`src/rtl/spihost.sv`:
```
// spihost: SPI master for one spinet port.
// One WIDTH-bit MSB-first word per SS-low frame, started from node flags.
module spihost #(
  parameter int WIDTH = 16,
  parameter int DIV   = 4,
  parameter int GAP   = 16
) (
  input  logic             clk,
  input  logic             rst,
  input  logic [WIDTH-1:0] tx_data,
  input  logic             tx_valid,
  output logic             tx_ready,
  output logic [WIDTH-1:0] rx_data,
  output logic             rx_valid,
  input  logic             rx_ready,
  input  logic             node_txready,
  input  logic             node_rxready,
  output logic             SCLK,
  output logic             SS,
  output logic             MOSI,
  input  logic             MISO
);

  localparam int CMAX = (GAP > DIV) ? GAP : DIV;
  localparam int CW   = $clog2(CMAX);
  localparam int BW   = $clog2(WIDTH);

  typedef enum logic [2:0] {
    S_IDLE,
    S_SETUP,
    S_SHIFT,
    S_HOLD,
    S_GAP
  } state_t;

  state_t state, state_n;

  logic [CW-1:0]    cnt;
  logic [BW-1:0]    bit_cnt;
  logic             tx_full;
  logic [WIDTH-1:0] tx_hold;
  logic [WIDTH-2:0] tx_sh;
  logic [WIDTH-1:0] rx_sh;

  logic div_end, gap_end, last_low;
  logic use_tx, start;
  logic ld, rise, fall, done;

  assign div_end  = (cnt == CW'(DIV - 1));
  assign gap_end  = (cnt == CW'(GAP - 1));
  // bit_cnt has wrapped back to 0 only after the final falling edge
  assign last_low = ~SCLK & div_end & (bit_cnt == '0);
  assign use_tx   = tx_full & node_txready;
  assign start    = ~rx_valid & (use_tx | node_rxready);
  assign tx_ready = ~tx_full;

  always_ff @(posedge clk or posedge rst) begin
    if (rst) state <= S_IDLE;
    else     state <= state_n;
  end

  always_comb begin
    state_n = state;
    unique case (state)
      S_IDLE:  if (start)    state_n = S_SETUP;
      S_SETUP: if (div_end)  state_n = S_SHIFT;
      S_SHIFT: if (last_low) state_n = S_HOLD;
      S_HOLD:  if (div_end)  state_n = S_GAP;
      S_GAP:   if (gap_end)  state_n = S_IDLE;
      default:               state_n = S_IDLE;
    endcase
  end

  always_comb begin
    ld   = 1'b0;
    rise = 1'b0;
    fall = 1'b0;
    done = 1'b0;
    unique case (1'b1)
      state == S_IDLE:  ld = start;
      state == S_SETUP: rise = div_end;
      state == S_SHIFT: begin
        fall = SCLK & div_end;
        rise = ~SCLK & div_end & (bit_cnt != '0);
      end
      state == S_HOLD:  done = div_end;
      default: ;
    endcase
  end

  always_ff @(posedge clk or posedge rst) begin
    if (rst) begin
      cnt      <= '0;
      bit_cnt  <= '0;
      tx_full  <= 1'b0;
      tx_hold  <= '0;
      tx_sh    <= '0;
      rx_sh    <= '0;
      rx_data  <= '0;
      rx_valid <= 1'b0;
      SCLK     <= 1'b0;
      SS       <= 1'b1;
      MOSI     <= 1'b0;
    end else begin
      if (state != state_n || state == S_IDLE || rise || fall)
        cnt <= '0;
      else
        cnt <= cnt + 1'b1;

      if (tx_valid & ~tx_full) begin
        tx_hold <= tx_data;
        tx_full <= 1'b1;
      end else if (ld & use_tx) begin
        tx_full <= 1'b0;
      end

      if (done & rx_sh[WIDTH-1]) begin
        rx_data  <= rx_sh;
        rx_valid <= 1'b1;
      end else if (rx_valid & rx_ready) begin
        rx_valid <= 1'b0;
      end

      if (ld) begin
        SS      <= 1'b0;
        MOSI    <= use_tx & tx_hold[WIDTH-1];
        tx_sh   <= use_tx ? tx_hold[WIDTH-2:0] : '0;
        rx_sh   <= '0;
        bit_cnt <= '0;
      end

      if (rise) begin
        SCLK <= 1'b1;
        // bit 0 was already presented in SETUP
        if (state == S_SHIFT) begin
          MOSI  <= tx_sh[WIDTH-2];
          tx_sh <= {tx_sh[WIDTH-3:0], 1'b0};
        end
      end

      if (fall) begin
        SCLK    <= 1'b0;
        rx_sh   <= {rx_sh[WIDTH-2:0], MISO};
        bit_cnt <= bit_cnt + 1'b1;
      end

      if (done) begin
        SS   <= 1'b1;
        MOSI <= 1'b0;
      end
    end
  end

endmodule
```
`config.mk`:
```
export PLATFORM = sky130hd
export DESIGN_NAME = spihost
export DESIGN_NICKNAME = d
export VERILOG_FILES = /design/src/rtl/spihost.sv
export SDC_FILE = /design/constraint.sdc
export NUM_CORES = 1
export LEC_CHECK = 0
export BUFFER_PORTS_ARGS = -buffer_cell sky130_fd_sc_hd__buf_2
export CORE_ASPECT_RATIO = 2
export CORE_UTILIZATION = 54
export CTS_CLUSTER_DIAMETER = 50
export CTS_CLUSTER_SIZE = 10
export DETAILED_ROUTE_END_ITERATION = 7
export PLACE_DENSITY = 0.71
export SLEW_MARGIN = 20
export SYNTH_ARGS = -nofsm -noshare
export SYNTH_HDL_FRONTEND = slang
export SYNTH_SLANG_ARGS = --single-unit
```
`constraint.sdc`:
```
create_clock -name clk -period 2.73 [get_ports clk]
set_input_delay 0.1365 -clock clk [delete_from_list [all_inputs] [get_ports clk]]
set_output_delay 0.1365 -clock clk [all_outputs]
set_load 0.02 [all_outputs]
```
### Yosys cells after proc, flatten, opt, wreduce, memory -nomap -nowiden

Cells that the tools add are included.

* register bits: 79
* output and inout bits: 21
* logic and storage cells: 78

* $add $sub $neg: 2
* eq/ne operators: 7
* multiplexer cells: 31
* bitwise logic cells: 15
* reduce and logical (&&, ||, !) cells: 11

Operators with widths (number)
* $mux 15: 4
* $mux 16: 2
* $mux 1: 15
* $mux 3: 5
* $pmux 3 s5: 1
* $mux 4: 3
* $and 1x1->1: 11
* $reduce_bool 2->1: 5
* $add 4x1->4 const B: 2
* $eq 3x2->1 const B: 2
* $eq 4x2->1 const B: 1
* $eq 4x4->1 const B: 1
* $logic_not 4->1: 1
* $reduce_bool 4->1: 1
* $eq 3x1->1 const B: 1
* $eq 3x3->1 const B: 1
* $logic_not 3->1: 1
* $logic_or 1x1->1: 3
* $ne 3x3->1: 1
* $not 1->1: 3
* $pmux 1 s2: 1
* $or 1x1->1: 1

### Depth between registers and ports, before layout

Gate-level depths: netlist of run 1.

* depth after elaboration: 10
* depth in mapped cells: 7
* gate-level depth less buffers: 6

### Worst setup path before layout of run 1

Ideal clock, no wire load.

* kind: reg-to-reg
* start point: register rx_valid
* end point: register MOSI
* arrival time: 1.701 ns
* data required time: 2.592 ns
* path slack: 0.891 ns
* cell stages (with the launch flop): 6
* path buffers: 1
* path through: dfrtp_1 -> or4_4 -> or2_1 -> buf_6 -> a221oi_2 -> nor3_1

* word-level cells in the longest chain between the ends: 7

Ends and longest elaborated chain
* start, declared: RTL line 14 `output logic rx_valid,`
* start signal, assigned: RTL line 100 `rx_valid <= 1'b0;`
* start signal, assigned: RTL line 119 `rx_valid <= 1'b1;`
* start signal, assigned: RTL line 121 `rx_valid <= 1'b0;`
* $not 1->1 *: RTL line 54 `assign start = ~rx_valid & (use_tx | node_rxready);`
* $and 1x1->1 *: RTL line 54
* $mux 1 *: RTL line 79 `unique case (1'b1)`
* $mux 1 *: RTL line 124 `if (ld) begin`
* $mux 1: RTL line 135 `if (state == S_SHIFT) begin`
* $mux 1 *: RTL line 132 `if (rise) begin`
* $mux 1 *: RTL line 147 `if (done) begin`
* end signal, assigned: RTL line 126 `MOSI <= use_tx & tx_hold[WIDTH-1];`
* end signal, assigned: RTL line 136 `MOSI <= tx_sh[WIDTH-2];`
* end, declared: RTL line 20 `output logic MOSI,`

Every way passes the cells marked *; elsewhere a longest branch is shown, timed or not.
A chain may end at the register's enable or synchronous reset.

### Final worst setup path of run 1

* start point: register state[2]
* end point: register bit_cnt[2]

* word-level cells in the longest chain between the ends: 3
* elaborated cells between the ends (all ways): 6
* classes of those cells: eq/ne (1); mux (3); reduce/logical (2)

Ends and longest elaborated chain
* start, declared: RTL line 36 `state_t state, state_n;`
* start signal, assigned: RTL line 59 `else state <= state_n;`
* $eq 3x2->1 or $logic_not 3->1 (tied branches): RTL line 82, 80
* $mux 1: RTL line 79
* $mux 4 or $reduce_bool 2->1 (tied branches)
* end signal, assigned: RTL line 144 `bit_cnt <= bit_cnt + 1'b1;`
* end, declared: RTL line 39 `logic [BW-1:0] bit_cnt;`

Several ways; a longest one is shown, not always the timed one.

==> results of run 1 <==
[cells in the mapped netlist (2+ instances only)]
cell	instances
dfrtp_1	78
nor2_1	10
ha_1	3
a21oi_1	2
nor4b_2	2
nand2_1	52
o21ai_0	17
a211oi_1	2
mux2_2	31
nand2b_1	2
inv_1	6
buf_2	4
nor2b_1	4
nand3_1	29
a22oi_1	15
xnor2_1	2
nand3b_1	4
nor3b_1	2
nor3_1	3
clkbuf_1	6
buf_6	4
[cells by family (layout without fill, tap and decap cells)]
family                     count (synthesis)  in the layout  synth area share [%]
and+or+nand+nor                          116            116                  16.8
DFF                                       79             79                  59.1
AOI/OAI and AO/OA                         41             41                  8.18
muxes                                     31             31                  10.4
buffers and inverters                     22             72                  3.62
adders and majority gates                  3              3                  1.12
xor gates and xnor gates                   3              3                 0.785
[worst paths after layout]
| path | end | slack [ps] | cells after the start |
|---|---|---|---|
| min reg2reg | rx_data[15] | 470 | 1 |
| max reg2reg | bit_cnt[2] | 610 | 5 |
| min in group asynchronous | tx_hold[7] | 440 | 4 |
| min | rx_sh[0] | 9 | 3 |
| max | bit_cnt[2] | 610 | 5 |
| max in group asynchronous | SS | 1930 | 4 |
[power breakdown]
group	internal, uW	switching (uW)	total (uW)
Clock	686	417	1100
Combinational	422	453	876
Sequential	1510	245	1750
Total	2620	1120	3730
[per-layer routing]
layer / track usage, % / up-vias / routed length (um)
met2: 37.0 / 41 / 3290
met3: 6.24 / 6 / 192
met5: 0 / - / 0
met1: 22.0 / 1123 / 2390
met4: 11.1 / 0 / 104
li1: - / 1107 / -
[area by class of cell]
type / instances / area [um^2]
inverter: 6 / 22.5
timing repair buffer: 51 / 293
sequential: 79 / 1980
tap: 63 / 78.8
multi-input combinational: 194 / 1260
fill: 497 / 2100
clock buffer: 15 / 278
[per-stage QoR]
step | total power [uW] | instance area [um^2] | hold slack, ps | cells | util (%)
after floorplan | 2440 | 3350 | 233 | 295 | -
after global placement | 2610 | 3610 | 257 | 391 | 60.1
after detailed placement | 2660 | 3610 | 264 | 391 | 60.1
after CTS | 3780 | 3910 | 3.75 | 408 | 65.1
after global routing | 3950 | 3910 | 24.7 | 408 | 65.1
final | 3730 | 3910 | 8.72 | 408 | 65.1
[flip-flops by register name, indices dropped and copies added (netlist names)]
name	count
bit_cnt	4
state	3
rx_data	16
cnt	4
MOSI	1
tx_hold	16
tx_full	1
SS	1
SCLK	1
rx_valid	1
rx_sh	16
tx_sh	15
[critical path: stages, from the launching register on]
cell	delay, ps
dfrtp_1	440
or4_4	550
or2_1	490
buf_4	320
nand3_1	100
nand3_1	80
[what timing repair did]
item                                   in CTS  in global routing
resized for setup                           0                  0
hold buffers                                2                  0
endpoints found under the hold margin      79                  0
==> impl_metrics.toml, run 1 <==
[global_routing]
grt_pass1_wl_um = 10200
grt_pass1_vias = 2338
grt_usage_pct = 21.0
grt_max_degree = 80
antenna_found_initial = 0
grt.overflow.total = 0

[cts]
cts-root-buf = "clkbuf_16"
insertion_delay_ps = 330
clk_pin_slew_ps = 50
cts_tree = "yes"
cts_sinks = 79
cts_inserted_buffers = 9
cts_buffer_depth = 2
post-cts-setup-buffer-count = 0
h-tree-depth = 3

[power]
p_leak_uw = 0.00177
vdd_ir_drop_max_uv = 608
powerDensity_nw_per_um2 = 955

[logic_synthesis]
synthTopCellsByArea = "dfrtp_1 58%, mux2_2 10%, nand2_1 5.8%"
synth_top_area_cell = "dfrtp_1"
yosysTopAreaCellShare_pct = 58.3
synth_warnings = 0
synthesis.area_um2 = 3350
synth_seq_cells = 79
postSynth.asyncResetShare_pct = 100
ys_seq_area_share_pct = 59.1
synth_edf_count = 0
synth_nets = 321
syn_area_per_cell_um2 = 11.4
synthDistinctLibCells = 38
synthCells = 295
ys.flop_type = "dfrtp_1"

[critical_path]
worstReg2RegStart = "state[2]"
startpoint_type = "flip-flop"
required_ps = 2940
crit_type = "flip-flop to flip-flop"
critPathArrivalTime_ps = 2330
cp-startpoint = "state[2]"
cp_max_fo = 21
crit_path_end_kind = "flip-flop"

[outcome]
status = "finished, violations left"
violations = "DRC"

[worst_hold_path]
hp-class = "input port to flip-flop"
min_from = "MISO"

[floorplan]
dieArea_um2 = 6540
start_util_pct = 55.8
pin_count = 44
die_w_um = 57.7
core_um2 = 6010
chipHeight_um = 113
row_count = 40

[sta]
timing.fmax_ghz = 0.471
skew_ps = 4.99
finalMaxSlewViolations = 0
slew_headroom_pct = 52.8
setup_violations = 0
period_needed_ps = 2120
tightest_slew_ps = 707
fin_crit_sh_pct = 77.8
fin_ws_ps = 606
rsz0062_at_grt = "false"
final_hold_viol_count = 0
timing.setup.tns_ps = 0

[detailed_routing]
dr.pass1.iters = 8
num_vias = 2277
detail-route-antenna-nets = 0
drt_iter0_markers = 99
via_per_inst = 5.58
route.detailed.drc = 2
wl_um = 5980
wl_per_cell_um = 14.7

[placement]
gp_congestion = 0.861
dpl.hpwl_um = 4080
io_buffers = 43
place_ws_ps = 610

[cells_and_area]
final_nets = 367
area_growth_pct = 16.7
layout-drive-gt1-share_pct = 29.6
antenna_cells = 0
most-common-layout-cells = "78 x dfrtp_1, 52 x nand2_1, 43 x buf_2, 31 x mux2_2, 29 x nand3_1"
layout_commonest_cell = "dfrtp_1"

[flow_run]
drv_cap = 0
Power figures use the tool's default switching activity.
==> run 2: changes to the inputs <==
- ABC_AREA: not set -> 1
- clock period: 2.73 -> 2 ns (I/O delays scaled with it)
==> impl_metrics.toml, run 2 <==
[sta]
period_needed_ps = 1670
slew_headroom_pct = 72.3
setup_violations = 0
fin_ws_ps = 331
timing.setup.tns_ps = 0
skew_ps = 8.61
tightest_slew_ps = 415
fin_crit_sh_pct = 83.4
finalMaxSlewViolations = 0
final_hold_viol_count = 0
rsz0062_at_grt = "false"
hold_ws_ps = 10.1
timing.fmax_ghz = 0.599

[critical_path]
critPathArrivalTime_ps = 1920
startpoint_type = "flip-flop"
rrSetupSlack_ps = 330
cp_max_fo = 15
crit_type = "flip-flop to flip-flop"
crit_path_end_kind = "flip-flop"
required_ps = 2260

[power]
finalPower_uw = 5440
powerDensity_nw_per_um2 = 1330
vdd_ir_drop_max_uv = 1010
p_leak_uw = 0.00211
sequentialPowerShare_pct = 41.8
p_int_uw = 3900
combPwrFrac_pct = 22.2
switching_share_pct = 28.3
p_switching_uw = 1540
pwr-share-clk_pct = 35.9

[placement]
place_ws_ps = 315
dpl.hpwl_um = 3980
io_buffers = 43
gp_congestion = 0.824
dp.cells = 427

[detailed_routing]
num_vias = 2412
wl_per_cell_um = 13.5
detail-route-antenna-nets = 0
dr.pass1.iters = 6
drt_iter0_markers = 125
wl_um = 6190
route.detailed.drc = 2
via_per_inst = 5.24

[logic_synthesis]
synth_common_cells = "78 x dfrtp_1, 64 x nand2_1, 44 x inv_1, 26 x o21ai_0, 24 x nand3_1"
synth_nets = 354
ys_seq_area_share_pct = 60.0
synth_edf_count = 0
synth.most_common_cell = "dfrtp_1"
synth_top_area_cell = "dfrtp_1"
postSynth.asyncResetShare_pct = 100
synth_seq_cells = 79
ys.flop_type = "dfrtp_1"
synthDistinctLibCells = 30
synthCells = 328
synthTopCellsByArea = "dfrtp_1 59%, nand2_1 7.3%, mux2_2 5.5%"
synth_warnings = 0
synthesis.area_um2 = 3300
yosysTopAreaCellShare_pct = 59.2
syn_area_per_cell_um2 = 10.1

[worst_hold_path]
hp-class = "input port to flip-flop"

[global_routing]
grt_usage_pct = 22.2
grt_pass1_wl_um = 10800
grt_pass1_vias = 2504
antenna_found_initial = 0
grt.overflow.total = 0
grt_max_degree = 80

[cells_and_area]
multi_input_area_um2 = 1060
most-common-layout-cells = "78 x dfrtp_1, 64 x nand2_1, 43 x inv_1, 43 x buf_2, 26 x o21ai_0"
area_growth_pct = 24.5
final_nets = 418
layout.cells.non_filler = 460
regArea_um2 = 1980
top_regs = "rx_data: 16 flops, rx_sh: 16 flops, tx_hold: 16 flops"
layout-drive-gt1-share_pct = 23.7
antenna_cells = 0
nFillCells = 431
layout_commonest_cell = "dfrtp_1"

[flow_run]
drv_cap = 0

[cts]
cts-root-buf = "clkbuf_16"
clk_pin_slew_ps = 50
ctsResizeCount = 0
cts_sinks = 79
cts_buffer_depth = 2
insertion_delay_ps = 330
cts_inserted_buffers = 9
cts_tree = "yes"
h-tree-depth = 3

[floorplan]
start_util_pct = 55.4
die_w_um = 57.3
dieArea_um2 = 6440
pin_count = 44
core_um2 = 5960
chipHeight_um = 113
row_count = 40

[outcome]
violations = "DRC"
status = "finished, violations left"
-- run 2: layout make-up --
class	count	area share, %
Tap cell	63	1.92
Clock buffer	9	5.49
Sequential cell	79	48.2
Timing Repair Buffer	66	11.1
Clock inverter	7	3.29
Multi-Input combinational cell	191	25.8
Inverter	45	4.21
-- run 2: power groups by stage --
| stage | sequential, uW | clock, uW | combinational, uW |
|---|---|---|---|
| global route | 2330 | 2040 | 1380 |
| global placement | 2280 | 0 | 1140 |
| detailed placement | 2300 | 0 | 1190 |
| floorplan | 2280 | 0 | 905 |
| CTS | 2280 | 1990 | 1230 |
| finish | 2280 | 1950 | 1210 |
-- run 2: repair_timing --
action | CTS | global route
hold buffers | 17 | 0
hold endpoints to repair | 94 | 0
setup buffers | 0 | 0
-- run 2: path summary, 6_finish.rpt --
check	end	cells past startpoint	startpoint
min reg2reg	rx_data[15]	2	rx_data[15]
max	cnt[3]	8	cnt[0]
max reg2reg	cnt[3]	8	cnt[0]
min	tx_hold[4]	2	tx_data[4]
max in group asynchronous	SS	4	rst
min in group asynchronous	rx_data[3]	4	rst
-- run 2: worst max-delay path, stage by stage (launching register included) --
cell	delay (ps)
dfrtp_1	390
ha_1	240
nand2_1	160
nor2_1	90
nand2_2	240
nand2_1	110
nor2_1	130
nand3_2	120
nor2_1	120
-- run 2: kinds of logic after synthesis --
logic type      share of synthesized area [%]
mux                                      5.46
xor+xnor                                 1.06
buf+inv                                  7.89
fa+ha+maj                                1.14
flops                                    60.0
simple gates                             15.0
compound gates                           9.48
-- run 2: per-layer routing --
metal | up-vias | part of all wire [%] | track usage (%)
li1 | 1188 | - | -
met1 | 1166 | 40 | 25.3
met2 | 47 | 55 | 38.0
met3 | 11 | 2.9 | 5.76
met4 | 0 | 1.9 | 10.4
met5 | - | 0 | 0
-- run 2: per-stage QoR --
stage | area, um^2 | util (%)
2_1_floorplan | 3300 | -
3_3_place_gp | 3570 | 60.0
3_5_place_dp | 3570 | 60.0
4_1_cts | 4110 | 68.9
5_1_grt | 4110 | 68.9
6_report | 4110 | 68.9
